[config.mk]
export PLATFORM = sky130hd
export DESIGN_NAME = uart_tx_streamer_flat
export DESIGN_NICKNAME = d
export VERILOG_FILES = /design/src/rtl/uart_tx_streamer_if.sv /design/src/rtl/uart_tx_streamer.sv /design/src/flat_wrapper.sv
export SDC_FILE = /design/constraint.sdc
export NUM_CORES = 1
export LEC_CHECK = 0
export BUFFER_PORTS_ARGS = -buffer_cell sky130_fd_sc_hd__buf_2
export CAP_MARGIN = 20
export CORE_ASPECT_RATIO = 1.1
export CORE_MARGIN = 4
export CORE_UTILIZATION = 59
export CTS_CLUSTER_SIZE = 30
export DETAILED_ROUTE_END_ITERATION = 6
export PLACE_DENSITY = 0.78
export SETUP_SLACK_MARGIN = 0.4
export SLEW_MARGIN = 20
export SYNTH_ARGS = -nofsm -noshare
export SYNTH_HDL_FRONTEND = slang
export SYNTH_SLANG_ARGS = --single-unit
[constraint.sdc]
create_clock -name clk -period 2.33 [get_ports clk]
set_clock_uncertainty 0.05 [all_clocks]
set_input_delay 0 -clock clk [delete_from_list [all_inputs] [get_ports clk]]
set_output_delay 0 -clock clk [all_outputs]
set_load 0.1 [all_outputs]
[src/rtl/uart_tx_streamer_if.sv]
// Handshake bundle between the memory read sequencer and the UART transmit stage.
// The sequencer owns tx_en/tx_data; the transmitter owns the line and status.
interface uart_tx_streamer_if;
  logic       tx_en;
  logic [7:0] tx_data;
  logic       tx;
  logic       tx_busy;
  logic       tx_tick;

  modport master (
    output tx_en,
    output tx_data,
    input  tx,
    input  tx_busy,
    input  tx_tick
  );

  modport slave (
    input  tx_en,
    input  tx_data,
    output tx,
    output tx_busy,
    output tx_tick
  );
endinterface

[src/rtl/uart_tx_streamer.sv]
// UART transmitter fed straight from the sample memory read port.
// Frames one byte (start, data LSB-first, optional even parity, stop bits),
// pulses tx_tick once per finished frame to advance the sequencer address,
// then holds off long enough for the memory output to settle on the new address.
module uart_tx_streamer #(
  parameter int CLKS_PER_BIT = 434,
  parameter int DATA_BITS    = 8,
  parameter int PARITY_EN    = 0,
  parameter int STOP_BITS    = 1,
  parameter int RD_LATENCY   = 2
) (
  input logic              clk,
  input logic              rst,
  uart_tx_streamer_if.slave bus
);

  localparam int BAUD_W = $clog2(CLKS_PER_BIT);
  localparam int HOLD_W = $clog2(RD_LATENCY + 1);

  localparam logic [BAUD_W-1:0] BAUD_LAST = BAUD_W'(CLKS_PER_BIT - 1);
  localparam logic [HOLD_W-1:0] HOLD_LAST = HOLD_W'(RD_LATENCY - 1);
  localparam logic [2:0]        DATA_LAST = 3'(DATA_BITS - 1);
  localparam logic [2:0]        STOP_LAST = 3'(STOP_BITS - 1);
  localparam logic [7:0]        DATA_MASK = 8'((1 << DATA_BITS) - 1);

  typedef enum logic [2:0] {
    IDLE,
    START,
    DATA,
    PARITY,
    STOP,
    HOLD
  } state_t;

  state_t            state;
  state_t            state_next;
  logic [BAUD_W-1:0] baud_cnt;
  logic [BAUD_W-1:0] baud_next;
  logic [2:0]        bit_idx;
  logic [2:0]        bit_next;
  logic [HOLD_W-1:0] hold_cnt;
  logic [HOLD_W-1:0] hold_next;
  logic [7:0]        shift_reg;
  logic [7:0]        shift_next;
  logic              parity_bit;
  logic              parity_next;
  logic              tx_reg;
  logic              tx_next;
  logic              busy_reg;
  logic              busy_next;
  logic              tick_reg;
  logic              tick_next;
  logic [7:0]        data_word;
  logic              baud_done;

  // Upper bits beyond DATA_BITS are cleared so they never reach the line or the parity.
  assign data_word = bus.tx_data & DATA_MASK;
  assign baud_done = (baud_cnt == BAUD_LAST);

  assign bus.tx      = tx_reg;
  assign bus.tx_busy = busy_reg;
  assign bus.tx_tick = tick_reg;

  // Next-state and next-output logic; tx is computed for the state being entered
  // so that the registered line changes on the same edge as the state.
  always_comb begin
    state_next  = state;
    baud_next   = baud_cnt;
    bit_next    = bit_idx;
    hold_next   = hold_cnt;
    shift_next  = shift_reg;
    parity_next = parity_bit;
    tx_next     = tx_reg;
    tick_next   = 1'b0;

    case (state)
      IDLE: begin
        tx_next = 1'b1;
        if (bus.tx_en) begin
          shift_next  = data_word;
          parity_next = ^data_word;
          baud_next   = '0;
          bit_next    = '0;
          tx_next     = 1'b0;
          state_next  = START;
        end
      end

      START: begin
        if (baud_done) begin
          baud_next  = '0;
          bit_next   = '0;
          tx_next    = shift_reg[0];
          state_next = DATA;
        end else begin
          baud_next = baud_cnt + 1'b1;
        end
      end

      DATA: begin
        if (baud_done) begin
          baud_next = '0;
          if (bit_idx == DATA_LAST) begin
            bit_next = '0;
            if (PARITY_EN != 0) begin
              tx_next    = parity_bit;
              state_next = PARITY;
            end else begin
              tx_next    = 1'b1;
              state_next = STOP;
            end
          end else begin
            bit_next   = bit_idx + 1'b1;
            shift_next = shift_reg >> 1;
            tx_next    = shift_reg[1];
          end
        end else begin
          baud_next = baud_cnt + 1'b1;
        end
      end

      PARITY: begin
        if (baud_done) begin
          baud_next  = '0;
          bit_next   = '0;
          tx_next    = 1'b1;
          state_next = STOP;
        end else begin
          baud_next = baud_cnt + 1'b1;
        end
      end

      STOP: begin
        tx_next = 1'b1;
        if (baud_done) begin
          baud_next = '0;
          if (bit_idx == STOP_LAST) begin
            bit_next   = '0;
            hold_next  = '0;
            tick_next  = 1'b1;
            state_next = HOLD;
          end else begin
            bit_next = bit_idx + 1'b1;
          end
        end else begin
          baud_next = baud_cnt + 1'b1;
        end
      end

      HOLD: begin
        tx_next = 1'b1;
        if (hold_cnt == HOLD_LAST) begin
          hold_next  = '0;
          state_next = IDLE;
        end else begin
          hold_next = hold_cnt + 1'b1;
        end
      end

      default: begin
        tx_next    = 1'b1;
        state_next = IDLE;
      end
    endcase

    busy_next = (state_next != IDLE);
  end

  // State, counters and registered outputs; reset abandons any partial frame.
  always_ff @(posedge clk) begin
    if (rst) begin
      state      <= IDLE;
      baud_cnt   <= '0;
      bit_idx    <= '0;
      hold_cnt   <= '0;
      shift_reg  <= '0;
      parity_bit <= 1'b0;
      tx_reg     <= 1'b1;
      busy_reg   <= 1'b0;
      tick_reg   <= 1'b0;
    end else begin
      state      <= state_next;
      baud_cnt   <= baud_next;
      bit_idx    <= bit_next;
      hold_cnt   <= hold_next;
      shift_reg  <= shift_next;
      parity_bit <= parity_next;
      tx_reg     <= tx_next;
      busy_reg   <= busy_next;
      tick_reg   <= tick_next;
    end
  end

endmodule
[src/flat_wrapper.sv]
// flat-port wrapper written by rule: the top's interface ports become plain ports
module uart_tx_streamer_flat 
#(
  parameter int CLKS_PER_BIT = 434,
  parameter int DATA_BITS    = 8,
  parameter int PARITY_EN    = 0,
  parameter int STOP_BITS    = 1,
  parameter int RD_LATENCY   = 2
)
  (clk, rst, bus_tx_en, bus_tx_data, bus_tx, bus_tx_busy, bus_tx_tick);
  uart_tx_streamer_if bus_i ();
  input logic clk;
  input logic rst;
  input wire logic [$bits(bus_i.tx_en)-1:0] bus_tx_en;
  input wire logic [$bits(bus_i.tx_data)-1:0] bus_tx_data;
  output wire logic [$bits(bus_i.tx)-1:0] bus_tx;
  output wire logic [$bits(bus_i.tx_busy)-1:0] bus_tx_busy;
  output wire logic [$bits(bus_i.tx_tick)-1:0] bus_tx_tick;
  assign bus_i.tx_en = bus_tx_en;
  assign bus_i.tx_data = bus_tx_data;
  assign bus_tx = bus_i.tx;
  assign bus_tx_busy = bus_i.tx_busy;
  assign bus_tx_tick = bus_i.tx_tick;
  uart_tx_streamer #(.CLKS_PER_BIT(CLKS_PER_BIT), .DATA_BITS(DATA_BITS), .PARITY_EN(PARITY_EN), .STOP_BITS(STOP_BITS), .RD_LATENCY(RD_LATENCY)) u_core (.clk(clk), .rst(rst), .bus(bus_i));
endmodule
### Word level (Yosys, flattened, before mapping)

Index checks and enable logic that the tools add are counted.

| word-level totals | value |
|---|---|
| word-level logic and storage cells | 78 |
| output and inout bits | 3 |
| input bits | 11 |
| register bits after elaboration | 28 |

| operators by class | value |
|---|---|
| $add $sub $neg | 3 |
| equal/unequal tests | 16 |
| muxes and demuxes | 34 |
| reductions and logical operators | 15 |
| bitwise operators | 2 |

Operator list:

| kind | count |
|---|---|
| $mux 3 | 14 |
| $mux 8 | 3 |
| $mux 9 | 2 |
| $pmux 3 s6 | 1 |
| $pmux 9 s2 | 1 |
| $pmux 8 s2 | 1 |
| $ne 2x1->1 const B | 6 |
| $pmux 3 s4 | 1 |
| $add 9x1->9 const B | 1 |
| $eq 3x3->1 const B | 3 |
| $eq 9x9->1 const B | 1 |
| $eq 3x2->1 const B | 2 |
| $logic_not 3->1 | 2 |
| $mux 1 | 6 |
| $mux 2 | 3 |
| $reduce_and 3->1 | 2 |
| $reduce_bool 2->1 | 3 |
| $reduce_and 5->1 | 1 |
| $ne 2x2->1 const B | 2 |
| $pmux 1 s4 | 1 |
| $pmux 2 s2 | 1 |
| $reduce_and 4->1 | 1 |
| $reduce_bool 4->1 | 1 |
| $reduce_or 4->1 | 1 |
| 9 further kinds | 10 |

### Depth between registers and ports, before layout

| logic depth | value |
|---|---|
| depth in word-level cells | 5 |
| mapped depth | 7 |
| gate-level depth less buffers | 6 |

### Worst setup path before layout

OpenSTA, ideal clock, no wires.

| path | value |
|---|---|
| path type | flip-flop to flip-flop |
| start | reg u_core.baud_cnt[0] |
| end | reg u_core.busy_reg, in the netlist u_core.bus.tx_busy |
| path slack | 574 ps |
| setup time | 134 ps |
| cell stages (with the launch flop) | 6 |
| buffers on the path | 0 |
| required time | 2146 ps |
| arrival time | 1572 ps |
| cell sequence | dfxtp_1 > ha_1 > nand4b_1 > o31ai_2 > a21boi_1 > or4_1 |

| on the way | value |
|---|---|
| word-level cells in the longest chain between the ends | 4 |
| elaborated cells on any way between the ends | 7 |
| those cells by class | eq/ne: 1; mux: 5; reduce/logical: 1 |

RTL lines:

| item | line | source |
|---|---|---|
| from (decl) | uart_tx_streamer.sv:37 | `logic [BAUD_W-1:0] baud_cnt;` |
| from (signal assigned) | uart_tx_streamer.sv:183 | `baud_cnt <= baud_next;` |
| $eq 9x9->1 * | uart_tx_streamer.sv:58 | `assign baud_done = (baud_cnt == BAUD_LAST);` |
| $mux 3, on equally long branches | -- |  |
| $pmux 3 s6 * | uart_tx_streamer.sv:76 | `case (state)` |
| $reduce_bool 3->1 * | uart_tx_streamer.sv:166 | `busy_next = (state_next != IDLE);` |
| to (signal assigned) | uart_tx_streamer.sv:189 | `busy_reg <= busy_next;` |
| to (decl) | uart_tx_streamer.sv:49 | `logic busy_reg;` |

Mark *: on every way between the ends. The rest lies on a longest branch, timed or not.
A chain may end at the register's enable or synchronous reset.

### Worst setup path after layout

| path | value |
|---|---|
| start | reg u_core.baud_cnt[1] |
| end | reg u_core.busy_reg, in the netlist u_core.bus.tx_busy |

Same word-level chain as after synthesis.

==> impl_metrics.json <==
{
  "status": "finished, final reports clean",
  "synth_area_per_cell_sq_um": 9.093,
  "yosys-top-cells-area": "dfxtp_1 (34%), buf_6 (4.7%), mux2i_1 (4.2%)",
  "cp_max_fo": 5,
  "finalCritPeriodShare_pct": 80.96,
  "synth_compound_area_share_pct": 18.65,
  "num-fill-cells": 207,
  "antenna_found_initial": 0,
  "firstDrtPassIters": 4,
  "grt_overflow": 0,
  "powerDensity_nw_per_um2": 496.5,
  "synth_top_area_share_pct": 33.68,
  "cp_data_required_time_ps": 2570,
  "drt-total-wl_mm": 3.884,
  "critPathCaptureType": "register",
  "grt_max_degree": 28,
  "track_usage_pct": 21.72,
  "p_comb_share_pct": 19.2,
  "switchingPower_w": 0.0002700,
  "clk_transition_reported_paths_ps": 150,
  "syn_area_sq_um": 1664,
  "dp_hpwl_mm": 2.574,
  "tightestPinTransition_ps": 574.6,
  "die_x_microns": 58.64,
  "synth_largest_area_cell": "dfxtp_1",
  "viasPerCell": 6.421,
  "synthCells": 183,
  "clockBufferDepth": 2,
  "finalSetupViolCount": 0,
  "sw_frac_of_total_pct": 28.84,
  "synthSimpleGateAreaFrac_pct": 27.22,
  "cts-htree-levels": 1,
  "via_count": 1496,
  "clock-sinks": 28,
  "grt_first_pass_wirelength_mm": 6.513,
  "async_flop_share_pct": 0,
  "hold_class": "in -> reg",
  "ys_ff_latch": 28,
  "yosysUniqueCellTypes": 54,
  "synth-adder-area-share_pct": 3.759,
  "pwr-share-clk_pct": 25.0,
  "synthFlopType": "dfxtp_1",
  "layout_min_cycle_time_ps": 1886,
  "die_h_microns": 63.70,
  "path_cells": "inv_2 -> ha_4 -> nand4b_1 -> buf_4 -> or4_1 -> a21boi_1 -> or4_1",
  "initial_core_util_pct": 64.22,
  "syn_nets": 199,
  "crit_slowest_cell": "or4_1",
  "clk_latency_ps": 330,
  "whs_ps": 80.29,
  "num_rows": 19,
  "start_kind": "register",
  "synth_mux_area_share_pct": 4.211,
  "rsz0062_at_grt": "yes",
  "num_antenna_cells": 0,
  "final_cell_mix": "dfxtp_1 (23), buf_2 (13), a21oi_1 (12)",
  "final_common_cell": "dfxtp_1",
  "ys_warn_count": 0,
  "cts_tree": "built",
  "grt_pass1_vias": 1438,
  "dieArea_sq_um": 3735,
  "maxCapViolations": 0,
  "irDropWorstVdd_mv": 0.5160,
  "fmax_mhz": 530.1,
  "p_int_w": 0.0006661,
  "multiInputGateArea_sq_um": 1011,
  "drive_gt1_share_pct": 23.27,
  "largest_reg_flops": 9,
  "nets": 219,
  "synth_edf_count": 0,
  "io_pins": 14,
  "synth_top_family_by_area": "simple AND/OR/NAND/NOR gates",
  "drv_slew": 0,
  "register_area_sq_um": 574.3,
  "total_leakage_power_nw": 0.6611,
  "pwr-share-seq_pct": 55.9,
  "place_congestion": 0.8817,
  "hold_viol_final": 0,
  "core_area_sq_um": 2591,
  "seq_area_frac_synth_pct": 33.68,
  "path_class": "reg -> reg",
  "ant_nets": 0,
  "wl_per_cell_microns": 16.67,
  "fin_setup_tns_ps": 0,
  "relSlewSlack_pct": 61.37,
  "port_buffers": 13,
  "drc": 0,
  "crit_arrival_ps": 2130,
  "root_buffer": "clkbuf_4",
  "areaGrowthSynthToFinish_pct": 13.31,
  "cts_inserted_buffers": 3,
  "drt_iter0_markers": 76,
  "cp_slowest_stage_delay_ps": 470,
  "crit_top_cell": "or4_1",
  "synthXorXnorAreaFrac_pct": 4.211
}
==> power groups by stage <==
stage	clock, W	sequential (W)	combinational (W)
after floorplan	0	0.000556	0.0000985
after global placement	0	0.000530	0.000147
after detailed placement	0	0.000533	0.000151
after CTS	0.000241	0.000523	0.000167
after global routing	0.000268	0.000527	0.000196
final	0.000234	0.000523	0.000180
==> routing by layer <==
layer  vias up  GRT usage [%]  wire [microns]
li1        736              -               -
met5         -              0               0
met1       714          28.50            1739
met3         8          3.469             139
met2        38          35.20            1942
met4         0          8.499              63
==> through the flow <==
step / setup WS, ps / instance area [sq um] / utilization [%] / power [W] / cells
final: 443.6 / 1886 / 72.77 / 0.0009361 / 233
after global routing: 364.4 / 1886 / 72.77 / 0.0009912 / 233
after CTS: 408.2 / 1818 / 70.16 / 0.0009304 / 231
after detailed placement: 295.3 / 1679 / 64.80 / 0.0006841 / 217
after global placement: 378.0 / 1679 / 64.80 / 0.0006770 / 217
after floorplan: 573.7 / 1664 / - / 0.0006545 / 183
==> what timing repair did <==
item / CTS / global route
setup endpoints to repair: 18 / 20
resized for setup: 4 / 15
pin swaps: 0 / 5
hold buffers: 7 / 0
gates cloned: 0 / 0
endpoints found under the hold margin: 7 / 0
buffers inserted: 3 / 2
==> critical path: cells and delay by family, from the launching register on <==
kind | cells | cell delay [ps]
AO/OA/AOI/OAI | 1 | 170
adder cells (fa/ha/maj) | 1 | 130
buffers and inverters | 2 | 290
flip-flops | 1 | 390
AND/OR/NAND/NOR | 3 | 820
==> cell type report <==
type	instances	share of cell area, %
Sequential cell	28	30.46
Inverter	7	1.393
Multi-Input combinational cell	135	53.62
Clock buffer	4	1.924
Tap cell	31	2.057
Timing Repair Buffer	28	10.55
==> kinds of logic after synthesis <==
kind of cell,count (synthesis)
AND/OR/NAND/NOR,71
AO/OA/AOI/OAI,44
flip-flops,28
buffers and inverters,20
XOR/XNOR,8
multiplexers,7
adder cells (fa/ha/maj),5
==> cell usage after synthesis, drive strengths merged (3+ instances only) <==
cell type,number
a21oi,12
a311oi,7
and3,4
buf,10
clkbuf,3
dfxtp,28
ha,5
inv,7
mux2i,7
nand2,6
nand2b,3
nand3,7
nand3b,3
nand4,4
nor2,7
nor2b,3
nor3,11
nor4,5
o21ai,5
o221ai,3
or3,4
or4,3
xnor2,6
==> path summary, 6_finish.rpt <==
kind	depth (start not counted)	slack (ps)	end	from
min reg2reg	2	390	u_core.hold_cnt[1]	u_core.hold_cnt[1]
min	3	80	u_core.shift_reg[5]	bus_tx_data[5]
max reg2reg	7	440	u_core.bus.tx_busy	u_core.baud_cnt[1]
max	7	440	u_core.bus.tx_busy	u_core.baud_cnt[1]
No activity file was read; power rests on OpenSTA's default activity.
